===== config.mk =====
export PLATFORM = sky130hd
export DESIGN_NAME = lcd_spi_serializer_flat
export DESIGN_NICKNAME = d
export VERILOG_FILES = /design/src/rtl/lcd_spi_serializer_if.sv /design/src/rtl/lcd_spi_serializer.sv /design/src/flat_wrapper.sv
export SDC_FILE = /design/constraint.sdc
export NUM_CORES = 1
export LEC_CHECK = 0
export CAP_MARGIN = 20
export CORE_MARGIN = 1
export CORE_UTILIZATION = 49
export CTS_CLUSTER_DIAMETER = 80
export CTS_CLUSTER_SIZE = 30
export DETAILED_ROUTE_END_ITERATION = 8
export GPL_TIMING_DRIVEN = 0
export PLACE_DENSITY_LB_ADDON = 0.3
export SLEW_MARGIN = 20
export SYNTH_ARGS = -nofsm -noshare
export SYNTH_HDL_FRONTEND = slang
export SYNTH_SLANG_ARGS = --single-unit

===== constraint.sdc =====
create_clock -name clk -period 4.71 [get_ports clk]
set_clock_uncertainty 0.1 [all_clocks]
set_input_delay 0.942 -clock clk [delete_from_list [all_inputs] [get_ports clk]]
set_output_delay 0.942 -clock clk [all_outputs]
set_load 0.005 [all_outputs]

===== src/rtl/lcd_spi_serializer_if.sv =====
// lcd_spi_serializer_if
//
// FIFO read-port handshake between the LCD command/pixel FIFO and the
// SPI serializer.
//
// Signals:
//   fifo_read_valid  FIFO holds a word
//   fifo_read_data   {dc, byte}: bit 8 = D/C (0 command, 1 data), bits 7:0 payload
//   fifo_read_ready  serializer accepts a word this cycle
//
// Modports:
//   master  FIFO side (drives valid/data, observes ready)
//   slave   serializer side (observes valid/data, drives ready)

interface lcd_spi_serializer_if;
    logic       fifo_read_valid;
    logic [8:0] fifo_read_data;
    logic       fifo_read_ready;

    modport master (
        output fifo_read_valid,
        output fifo_read_data,
        input  fifo_read_ready
    );

    modport slave (
        input  fifo_read_valid,
        input  fifo_read_data,
        output fifo_read_ready
    );
endinterface


===== src/rtl/lcd_spi_serializer.sv =====
// lcd_spi_serializer
//
// Consumer end of the LCD command/pixel FIFO. Pops 9-bit {dc, byte} words
// and shifts each payload MSB-first onto a write-only SPI mode-0 bus for an
// ST7789 panel. The panel reset pin is not driven here.
//
// Parameters:
//   CLK_DIV  SCLK half-period in clk cycles (1..255)
//   CS_GAP   minimum clk cycles with lcd_csn high after a released byte (1..255)
//
// Optional feature macro:
//   LCD_CS_BURST_EN  when defined, chip select is held low across back-to-back
//                    words; the END cycle may accept the next word directly.
//
// Ports:
//   clk       system clock
//   rst_n     synchronous active-low reset
//   fifo      FIFO read handshake (slave modport)
//   lcd_csn   chip select, active low
//   lcd_sclk  SPI clock, idles low
//   lcd_mosi  serial data, MSB first, stable across every rising sclk
//   lcd_dc    0 command, 1 data; stable for the whole byte
//   busy      high from accept until return to IDLE

module lcd_spi_serializer #(
    parameter int unsigned CLK_DIV = 2,
    parameter int unsigned CS_GAP  = 2
) (
    input  logic                 clk,
    input  logic                 rst_n,
    lcd_spi_serializer_if.slave  fifo,
    output logic                 lcd_csn,
    output logic                 lcd_sclk,
    output logic                 lcd_mosi,
    output logic                 lcd_dc,
    output logic                 busy
);

    localparam logic [7:0] DIV_LAST = 8'(CLK_DIV - 1);
    localparam logic [7:0] GAP_LAST = 8'(CS_GAP - 1);

    typedef enum logic [2:0] {
        ST_IDLE = 3'd0,
        ST_LOW  = 3'd1,
        ST_HIGH = 3'd2,
        ST_END  = 3'd3,
        ST_GAP  = 3'd4
    } state_t;

    state_t     state_r;
    logic [7:0] div_cnt_r;
    logic [2:0] bit_cnt_r;
    // Holds the bits still to be sent after the one currently on lcd_mosi.
    logic [6:0] shift_r;
    logic       ready_s;
    logic       accept_s;

    // Ready decode: state only, forced low while reset is asserted so no word
    // can be popped during reset.
    always_comb begin
        ready_s = 1'b0;
        if (!rst_n) begin
            ready_s = 1'b0;
        end else begin
            case (state_r)
                ST_IDLE: ready_s = 1'b1;
`ifdef LCD_CS_BURST_EN
                ST_END:  ready_s = 1'b1;
`endif
                default: ready_s = 1'b0;
            endcase
        end
    end

    assign fifo.fifo_read_ready = ready_s;
    assign accept_s             = fifo.fifo_read_valid && ready_s;

    // Serializer FSM with registered pin outputs.
    always_ff @(posedge clk) begin
        if (!rst_n) begin
            state_r   <= ST_IDLE;
            div_cnt_r <= 8'd0;
            bit_cnt_r <= 3'd0;
            shift_r   <= 7'd0;
            lcd_csn   <= 1'b1;
            lcd_sclk  <= 1'b0;
            lcd_mosi  <= 1'b0;
            lcd_dc    <= 1'b0;
            busy      <= 1'b0;
        end else begin
            case (state_r)
                ST_IDLE: begin
                    if (accept_s) begin
                        lcd_csn   <= 1'b0;
                        lcd_dc    <= fifo.fifo_read_data[8];
                        lcd_mosi  <= fifo.fifo_read_data[7];
                        shift_r   <= fifo.fifo_read_data[6:0];
                        bit_cnt_r <= 3'd7;
                        div_cnt_r <= 8'd0;
                        busy      <= 1'b1;
                        state_r   <= ST_LOW;
                    end else begin
                        lcd_csn  <= 1'b1;
                        lcd_sclk <= 1'b0;
                        busy     <= 1'b0;
                    end
                end
                ST_LOW: begin
                    if (div_cnt_r == DIV_LAST) begin
                        div_cnt_r <= 8'd0;
                        lcd_sclk  <= 1'b1;
                        state_r   <= ST_HIGH;
                    end else begin
                        div_cnt_r <= div_cnt_r + 8'd1;
                    end
                end
                ST_HIGH: begin
                    if (div_cnt_r == DIV_LAST) begin
                        div_cnt_r <= 8'd0;
                        lcd_sclk  <= 1'b0;
                        if (bit_cnt_r == 3'd0) begin
                            state_r <= ST_END;
                        end else begin
                            // Next bit goes out on the falling edge so it is
                            // settled well before the following rise.
                            bit_cnt_r <= bit_cnt_r - 3'd1;
                            lcd_mosi  <= shift_r[6];
                            shift_r   <= {shift_r[5:0], 1'b0};
                            state_r   <= ST_LOW;
                        end
                    end else begin
                        div_cnt_r <= div_cnt_r + 8'd1;
                    end
                end
                ST_END: begin
`ifdef LCD_CS_BURST_EN
                    if (accept_s) begin
                        // Chain the next word without releasing chip select;
                        // sclk is already low so dc may change safely.
                        lcd_dc    <= fifo.fifo_read_data[8];
                        lcd_mosi  <= fifo.fifo_read_data[7];
                        shift_r   <= fifo.fifo_read_data[6:0];
                        bit_cnt_r <= 3'd7;
                        div_cnt_r <= 8'd0;
                        state_r   <= ST_LOW;
                    end else begin
                        lcd_csn   <= 1'b1;
                        div_cnt_r <= 8'd0;
                        state_r   <= ST_GAP;
                    end
`else
                    lcd_csn   <= 1'b1;
                    div_cnt_r <= 8'd0;
                    state_r   <= ST_GAP;
`endif
                end
                ST_GAP: begin
                    if (div_cnt_r == GAP_LAST) begin
                        div_cnt_r <= 8'd0;
                        busy      <= 1'b0;
                        state_r   <= ST_IDLE;
                    end else begin
                        div_cnt_r <= div_cnt_r + 8'd1;
                    end
                end
                default: begin
                    lcd_csn  <= 1'b1;
                    lcd_sclk <= 1'b0;
                    busy     <= 1'b0;
                    state_r  <= ST_IDLE;
                end
            endcase
        end
    end

endmodule


===== src/flat_wrapper.sv =====
// flat-port wrapper written by rule: the top's interface ports become plain ports
module lcd_spi_serializer_flat 
#(
    parameter int unsigned CLK_DIV = 2,
    parameter int unsigned CS_GAP  = 2
)
  (clk, rst_n, lcd_csn, lcd_sclk, lcd_mosi, lcd_dc, busy, fifo_fifo_read_valid, fifo_fifo_read_data, fifo_fifo_read_ready);
  lcd_spi_serializer_if fifo_i ();
  input  logic clk;
  input  logic rst_n;
  output logic lcd_csn;
  output logic lcd_sclk;
  output logic lcd_mosi;
  output logic lcd_dc;
  output logic busy;
  input wire logic [$bits(fifo_i.fifo_read_valid)-1:0] fifo_fifo_read_valid;
  input wire logic [$bits(fifo_i.fifo_read_data)-1:0] fifo_fifo_read_data;
  output wire logic [$bits(fifo_i.fifo_read_ready)-1:0] fifo_fifo_read_ready;
  assign fifo_i.fifo_read_valid = fifo_fifo_read_valid;
  assign fifo_i.fifo_read_data = fifo_fifo_read_data;
  assign fifo_fifo_read_ready = fifo_i.fifo_read_ready;
  lcd_spi_serializer #(.CLK_DIV(CLK_DIV), .CS_GAP(CS_GAP)) u_core (.clk(clk), .rst_n(rst_n), .fifo(fifo_i), .lcd_csn(lcd_csn), .lcd_sclk(lcd_sclk), .lcd_mosi(lcd_mosi), .lcd_dc(lcd_dc), .busy(busy));
endmodule

# After elaboration in Yosys (flattened, before gate mapping)
# Index checks and enable logic that the tools add are counted.
# totals
ff_bits	26
input_bits	12
out_inout_bits	6
wordCells	69
# op_classes
addsub	2
n_eq_ne	11
n_mux	31
bitwise	2
reduce_logical	14
# op_table
cell	n
case mux 8 bit (3 select lines)	1
2-to-1 mux 3 bit	7
2-to-1 mux 7 bit	3
2-to-1 mux 8 bit	2
case mux 3 bit (5 select lines)	1
case mux 7 bit (2 select lines)	1
AND reduction 4 bit	3
2-to-1 mux 1 bit	10
adder 8 x 1 -> 8 bit (second input constant)	1
equality test 8 x 1 -> 1 bit (second input constant)	1
!= test 2 x 1 -> 1 bit (second input constant)	4
equality test 3 x 2 -> 1 bit (second input constant)	2
logical NOT 3 bit	2
case mux 3 bit (2 select lines)	1
AND reduction 2 bit	3
OR reduction 3 bit	2
!= test 2 bit (second input constant)	2
case mux 1 bit (2 select lines)	2
case mux 1 bit (4 select lines)	1
equality test 3 x 1 -> 1 bit (second input constant)	1
equality test 3 bit (second input constant)	1
case mux 1 bit (3 select lines)	1
nonzero test 3 bit	1
subtractor 3 x 1 -> 3 bit (second input constant)	1
5 further kinds	6

# Longest topological paths before layout
# Gate-level depths: netlist of run 1.
# logic_depth
ltp_word	6
mapped_depth	7
depth_no_buf	6

# Worst setup path after synthesis of run 1
# No wires, ideal clock.
# synth_path
kind	input-to-output
start	input rst_n
end	output fifo_fifo_read_ready
arrival_time_ns	1.446
required_ns	3.668
slack_ns	2.222
stages	3
n_path_buf	1
path_cell_list	clkbuf_1 nand2_1 nor3_1
# synth_via
elab_chain_len	1
# synth_lines
element	line	rtl
start: declaration	flat_wrapper.sv:10	input logic rst_n;
2-to-1 mux 1 bit	lcd_spi_serializer.sv:62	if (!rst_n) begin
end: declaration	flat_wrapper.sv:18	output wire logic [$bits(fifo_i.fifo_read_ready)-1:0] fifo_fifo_read_ready;
# No other way between the ends.

# Worst setup path after layout of run 1
# Same ends and word-level chain as after synthesis.

==> metrics.txt, run 1 <==
Critical Path Sink Type output port; Sequential Power Share 51.6%; clk_lat worst skew 0.32 ns; CTS tree yes; Total Wirelength 3.03 mm; post-CTS setup buffer count 0; clock tree buffer depth 2; Max-Cap Viols 0; Worst-Margin Slew 0.611 ns; Fin Hold WS 0.371 ns; Final setup viols 0; IO Count 18; Hold-fix buffers, CTS 0; arrival time worst endpoint 2.06 ns; Rel. slew slack 59.2%; vias per cell 6.14; Synth area leader dfxtp_1; leakage 0.571 nW; cell-by-cell trace of the critical path clkbuf_1, nand2_1, nor3_1, clkdlybuf4s50_1; RR Startpoint u_core.div_cnt_r[0]; Core Box Area 2590 µm²; slowest stage cell, crit path clkdlybuf4s50_1; number of flops mapped to enable cells by yosys 0; CP top delay family buffers and inverters; vias in the first global route 1,218; Max stage delay on crit path 0.52 ns; Final ANT Viol Nets 0; Switching Share 29.7%; syn_area_per_cell 8.72 µm²; clock root cell clkbuf_4; min-delay worst type flip-flop to flip-flop; Sink Count 26; Hold Crit Depth 1; Crit path required time 3.67 ns; R2R depth 5; Comb pwr share 24.9%; # nets final 197; die area 3060 µm²; ratio of cells with drive above 1 in the final layout 8.33%; syn nets 176; synth unique cells 42; clock slew at reported path FFs 0.14 ns; initial antenna violation count 0; R2R Setup Slk 2.59 ns; post-cts resize count 0; crit-path max FO 8; largest net degree at the start of global routing 15; Synth Warn # 0; critical path type primary input to output port; crit start category primary input; vias 1,290; H-tree depth 1; Final HPWL DP 2.18 mm; Pins Over Slew Limit 0; drt drc 0; top cells by area, synth dfxtp_1 37%, nor3_1 9.3%, a221oi_1 4.4%; IO Port Bufs 16; post-layout minimum cycle time 3.10 ns; fmax 323 MHz; Std-Cell Rows 18; PD cells 298 nW/µm²; Sw Pwr 0.000144 W; Remaining Overflow, GRT 0; Hold Vio Cnt, Final 0; reg-to-reg endpoint u_core.div_cnt_r[0]; Post-Syn Instances 160; GRT Util Overall 20.3%; Syn Std Cell Area 1400 µm²; DR WL/cell 14.4 µm; Post-synth top cells 26 x dfxtp_1, 26 x nor3_1, 9 x a21oi_1; unrepaired setup endpoints after global routing false; setup tns final 0 ns; Area Overhead vs Synth 16.8%; first-pass GRT wire length 5.09 mm; DRT iter0 DRCs 35; Die Span Y 55.4 µm; total CTS buffers 3; routability congestion estimate 0.754; flops & latches, synth 26; Cell Int Power 0.000342 W; Bufs and invs on worst path 2; Clk pwr share 23.4%; Seq/Total Area, Yosys 37.3%; Inserted Diodes 0; ys flop type dfxtp_1; Final Cycle Share 65.8%; Worst VDD drop 0.293 mV; top cell type's share of synthesized area 37.3%; drt pass-1 iters 5; WHS Endpoint u_core.lcd_csn; Die X 55.4 µm; Async SR Flop Fraction 0%; run status finished, final reports clean; Seq. cell area 520 µm²; fillcell total 222; Initial Utilization 53.9%; multi-input logic area 807 µm²; hold path start u_core.lcd_csn
[sequential cells by signal, indices dropped and copies added (netlist names)]
register          cells
u_core.lcd_mosi       1
u_core.lcd_csn        1
u_core.state_r        3
u_core.bit_cnt_r      3
u_core.busy           1
u_core.div_cnt_r      8
u_core.lcd_sclk       1
u_core.lcd_dc         1
u_core.shift_r        7
[power groups by stage]
stage	Combinational, W	Sequential (W)	Clock, W
6_report	0.000121	0.000251	0.000114
3_5_place_dp	0.000121	0.000256	0
5_1_grt	0.000135	0.000253	0.000126
2_1_floorplan	0.0000816	0.000253	0
3_3_place_gp	0.000117	0.000254	0
4_1_cts	0.000121	0.000251	0.000116
[worst max-delay path by stage]
| stage | from | end | slack (ns) | depth (start not counted) |
|---|---|---|---|---|
| 2_1_floorplan | rst_n | fifo_fifo_read_ready | 2.22 | 3 |
| 3_3_place_gp | rst_n | fifo_fifo_read_ready | 1.62 | 4 |
| 3_5_place_dp | rst_n | fifo_fifo_read_ready | 1.62 | 4 |
| 4_1_cts | rst_n | fifo_fifo_read_ready | 1.61 | 4 |
| 5_1_grt | rst_n | fifo_fifo_read_ready | 1.49 | 4 |
| 6_report | rst_n | fifo_fifo_read_ready | 1.61 | 4 |
[metrics by stage]
| step | util (%) | setup WS (ns) | total power, W | cells | instance area [µm²] |
|---|---|---|---|---|---|
| after floorplan | - | 2.22 | 0.000335 | 160 | 1400 |
| after global placement | 61.5 | 1.62 | 0.000371 | 206 | 1590 |
| after detailed placement | 61.5 | 1.62 | 0.000377 | 206 | 1590 |
| after CTS | 62.9 | 1.61 | 0.000488 | 210 | 1630 |
| after global routing | 62.9 | 1.49 | 0.000514 | 210 | 1630 |
| final | 62.9 | 1.61 | 0.000486 | 210 | 1630 |
[worst register-to-register path, cell delays in order, from the launching register on]
cell and delay (ns):
dfxtp_1 0.44, ha_1 0.17, nor4b_4 0.40, nand2_1 0.30, a21oi_1 0.49, nor3_1 0.10
[layer usage]
metal | part of all wire, % | global-route usage, %
met5 | 0 | 0
met4 | 0.53 | 3.93
met3 | 5.4 | 5.15
met2 | 50 | 36.1
met1 | 44 | 24.7
[logic make-up after synthesis]
| group | Yosys count | synth area share, % |
|---|---|---|
| mux | 1 | 0.807 |
| xor+xnor | 6 | 3.77 |
| fa+ha+maj | 4 | 3.59 |
| compound gates | 34 | 17.8 |
| buf+inv | 16 | 4.84 |
| simple gates | 73 | 31.9 |
| flops | 26 | 37.3 |
[placed cells by master, fill, tap and decap left out, drive strengths merged, types with 3 or more instances in the layout]
cell | netlist | routed
nor2 | 5 | 5
clkdlybuf4s50 | 0 | 16
inv | 7 | 7
nand2 | 7 | 7
nor3 | 27 | 27
nand3 | 8 | 8
a2111oi | 3 | 3
a221oi | 7 | 7
nand2b | 3 | 3
clkbuf | 5 | 9
buf | 4 | 4
ha | 4 | 4
o21a | 3 | 3
dfxtp | 26 | 26
and2 | 7 | 7
a21oi | 9 | 9
xnor2 | 5 | 5
[layout make-up]
type | instances | area share, %
multi-input combinational | 118 | 49.5
sequential | 26 | 32.0
timing repair buffer | 16 | 9.83
buffer | 9 | 2.53
tap | 30 | 2.30
clock buffer | 4 | 2.23
inverter | 7 | 1.61
Note: power is estimated with default switching activity, not from simulation.
==> run 2: changes to the inputs <==
==> constraint.sdc (replaced) <==
create_clock -name clk -period 2.8 [get_ports clk]
set_clock_uncertainty 0.1 [all_clocks]
set_input_delay 0.56 -clock clk [delete_from_list [all_inputs] [get_ports clk]]
set_output_delay 0.56 -clock clk [all_outputs]
set_load 0.005 [all_outputs]
==> results of run 2 <==
The final DEF is identical to that of run 1. Status: finished, final reports clean.
Among the figures that moved: setup slack after placement 1.62 ns -> 0.221 ns; setup slack after layout 1.61 ns -> 0.411 ns; start point of the critical path rst_n -> u_core.state_r[2]; register-to-register setup slack 2.59 ns -> 0.68 ns; total power 0.000486 W -> 0.000817 W; worst IR drop on VDD 0.293 mV -> 0.493 mV
==> run 3: changes to the inputs <==
--- a/config.mk
+++ b/config.mk
@@ -7,7 +7,7 @@
 export LEC_CHECK = 0
 export CAP_MARGIN = 20
 export CORE_MARGIN = 1
-export CORE_UTILIZATION = 49
+export CORE_UTILIZATION = 35
 export CTS_CLUSTER_DIAMETER = 80
 export CTS_CLUSTER_SIZE = 30
 export DETAILED_ROUTE_END_ITERATION = 8
==> run 3 against run 2 <==
Net effect:
- first-iteration DRC count fell by 8.6%
- clock-buffer cell count fell by 1
- non-clock buffer count did not move
- power rose by 15%
- design area rose by 3.5%
- routed wire length rose by 0.43%
- sequential power barely moved
- setup slack improved by 0.043 ns
- combinational power barely moved
- via count fell by 2.9%
==> metrics.txt, run 3 (synthesis results as in run 1) <==
run status finished, final reports clean (unchanged); max reg flops 8 (unchanged); leakage 0.586 nW (was 0.571 nW); IO Port Bufs 16 (unchanged); Hold Vio Cnt, Final 0 (unchanged); final non-filler cell area 1690 µm² (was 1630 µm²); Area Overhead vs Synth 20.9% (was 16.8%); most frequent cells in the layout 26 x nor3_1, 26 x dfxtp_1, 16 x clkdlybuf4s50_1 (unchanged); Final Cycle Share 83.8% (was 85.3%); largest registers u_core.div_cnt_r x8, u_core.shift_r x7 (unchanged); Total Wirelength 3.04 mm (was 3.03 mm); WHS Endpoint u_core.lcd_dc (was u_core.lcd_csn); R2R Setup Slk 0.69 ns (was 0.68 ns); setup tns final 0 ns (unchanged); Top reg by flops u_core.div_cnt_r (unchanged); Pins Over Slew Limit 0 (unchanged); Fin Hold WS 0.369 ns (was 0.371 ns); Max stage delay on crit path 0.52 ns (about the same); met3 GRT Util 2.08% (was 5.15%); Die X 65.1 µm (was 55.4 µm); drt drc 0 (unchanged); DRT iter0 DRCs 32 (was 35); Final setup viols 0 (unchanged); fmax 426 MHz (was 419 MHz); Worst VDD drop 0.240 mV (was 0.493 mV); gr busiest metal met2 (unchanged); ratio of cells with drive above 1 in the final layout 8.33% (unchanged); Final ANT Viol Nets 0 (unchanged); min-delay worst type flip-flop to flip-flop (unchanged); Max-Cap Viols 0 (unchanged); clock slew at reported path FFs 0.09 ns (was 0.14 ns); Crit path required time 2.14 ns (about the same); crit start category primary input (was flip-flop); routability congestion estimate 0.783 (was 0.754); Rel. slew slack 60.3% (was 59.2%); Remaining Overflow, GRT 0 (unchanged); Core Box Area 3740 µm² (was 2590 µm²); Initial Utilization 37.3% (was 53.9%); vias per cell 5.50 (was 6.14); Hold-fix buffers, CTS 0 (unchanged); slowest stage cell, crit path clkdlybuf4s50_1 (unchanged); Std-Cell Rows 22 (was 18); total CTS buffers 3 (unchanged); largest net degree at the start of global routing 16 (was 15); fillcell total 390 (was 222); initial antenna violation count 0 (unchanged); DP Area 1620 µm² (was 1590 µm²); GR met2 Demand/Resource 26.3% (was 36.1%); IO Count 18 (unchanged); H-tree depth 1 (unchanged); Hold Crit Depth 2 (was 1); clk_lat worst skew 0.27 ns (was 0.32 ns); drt pass-1 iters 4 (was 5); vias 1,253 (was 1,290); clock tree buffer depth 2 (unchanged); non-filler cells, final 228 (was 210); placed insts 224 (was 206); cell-by-cell trace of the critical path clkbuf_1, nand2_1, nor3_1, clkdlybuf4s50_1 (was buf_2, inv_1, nand2_1, nor3_1, clkdlybuf4s50_1); R2R depth 5 (unchanged); reg-to-reg endpoint u_core.div_cnt_r[5] (was u_core.div_cnt_r[0]); unrepaired setup endpoints after global routing false (unchanged); RR Startpoint u_core.div_cnt_r[0] (unchanged); PD cells 556 nW/µm² (was 502 nW/µm²); hold path start u_core.lcd_dc (was u_core.lcd_csn); # nets final 197 (unchanged); post-CTS setup buffer count 0 (unchanged); vias in the first global route 1,168 (was 1,218); critical path type primary input to output port (was flip-flop to output port); post-layout minimum cycle time 2.35 ns (was 2.39 ns); DR WL/cell 13.3 µm (was 14.4 µm); Critical Path Sink Type output port (unchanged); post-cts resize count 0 (unchanged); Die Span Y 65.1 µm (was 55.4 µm); clock root cell clkbuf_8 (was clkbuf_4); first-pass GRT wire length 5.40 mm (was 5.09 mm); Worst-Margin Slew 0.581 ns (was 0.611 ns); met1 usage 21.5% (was 24.7%); die area 4240 µm² (was 3060 µm²); Final HPWL DP 2.23 mm (was 2.18 mm); arrival time worst endpoint 1.69 ns (was 1.73 ns); Sink Count 26 (unchanged); crit-path max FO 8 (was 10); Inserted Diodes 0 (unchanged); GRT Util Overall 15.9% (was 20.3%); CTS tree yes (unchanged)
## run 3: changes by cell type in the layout (fill, tap and decap cells not counted), sizes merged
cell	delta
bufinv	+1
clkbuf	-1
## run 3: how the worst max path moves through the flow
stage,start,endpoint,slack (ns)
after floorplan,rst_n,u_core.div_cnt_r[0],0.92
after global placement,fifo_fifo_read_valid,u_core.div_cnt_r[7],0.27
after detailed placement,fifo_fifo_read_valid,u_core.div_cnt_r[5],0.22
after CTS,rst_n,fifo_fifo_read_ready,0.45
after global routing,fifo_fifo_read_valid,u_core.div_cnt_r[4],0.30
final,rst_n,fifo_fifo_read_ready,0.45
## run 3: where the power goes
group	switching, W	internal [W]
clock	0.000121	0.000191
sequential	0.0000219	0.000399
combinational	0.000108	0.0000967
## run 3: cell type report
type	count	area, µm²	area share [%]
Multi-Input combinational cell	118	807	47.8
Clock buffer	3	41.3	2.45
Sequential cell	26	520	30.9
Clock inverter	1	30.0	1.78
Tap cell	48	60.1	3.56
Buffer	9	41.3	2.45
Inverter	7	26.3	1.56
Timing Repair Buffer	16	160	9.50
## run 3: per-stage QoR
stage / power (W) / setup slack (ns) / util, %
3_5_place_dp: 0.000634 / 0.221 / 43.1
5_1_grt: 0.000993 / 0.298 / 45.1
6_report: 0.000937 / 0.454 / 45.1
3_3_place_gp: 0.000627 / 0.274 / 43.1
2_1_floorplan: 0.000563 / 0.915 / -
4_1_cts: 0.000944 / 0.448 / 45.1
## run 3: worst max-delay path, delay by kind of cell
kind | cells | cell delay (ns)
buf+inv | 2 | 0.83
simple gates | 2 | 0.30
## run 3: layer usage
| layer | share of wire, % | vias up |
|---|---|---|
| met3 | 3.6 | 2 |
| met1 | 46 | 594 |
| met2 | 50 | 26 |
| met5 | 0 | - |
| met4 | 0.46 | 0 |
| li1 | - | 631 |
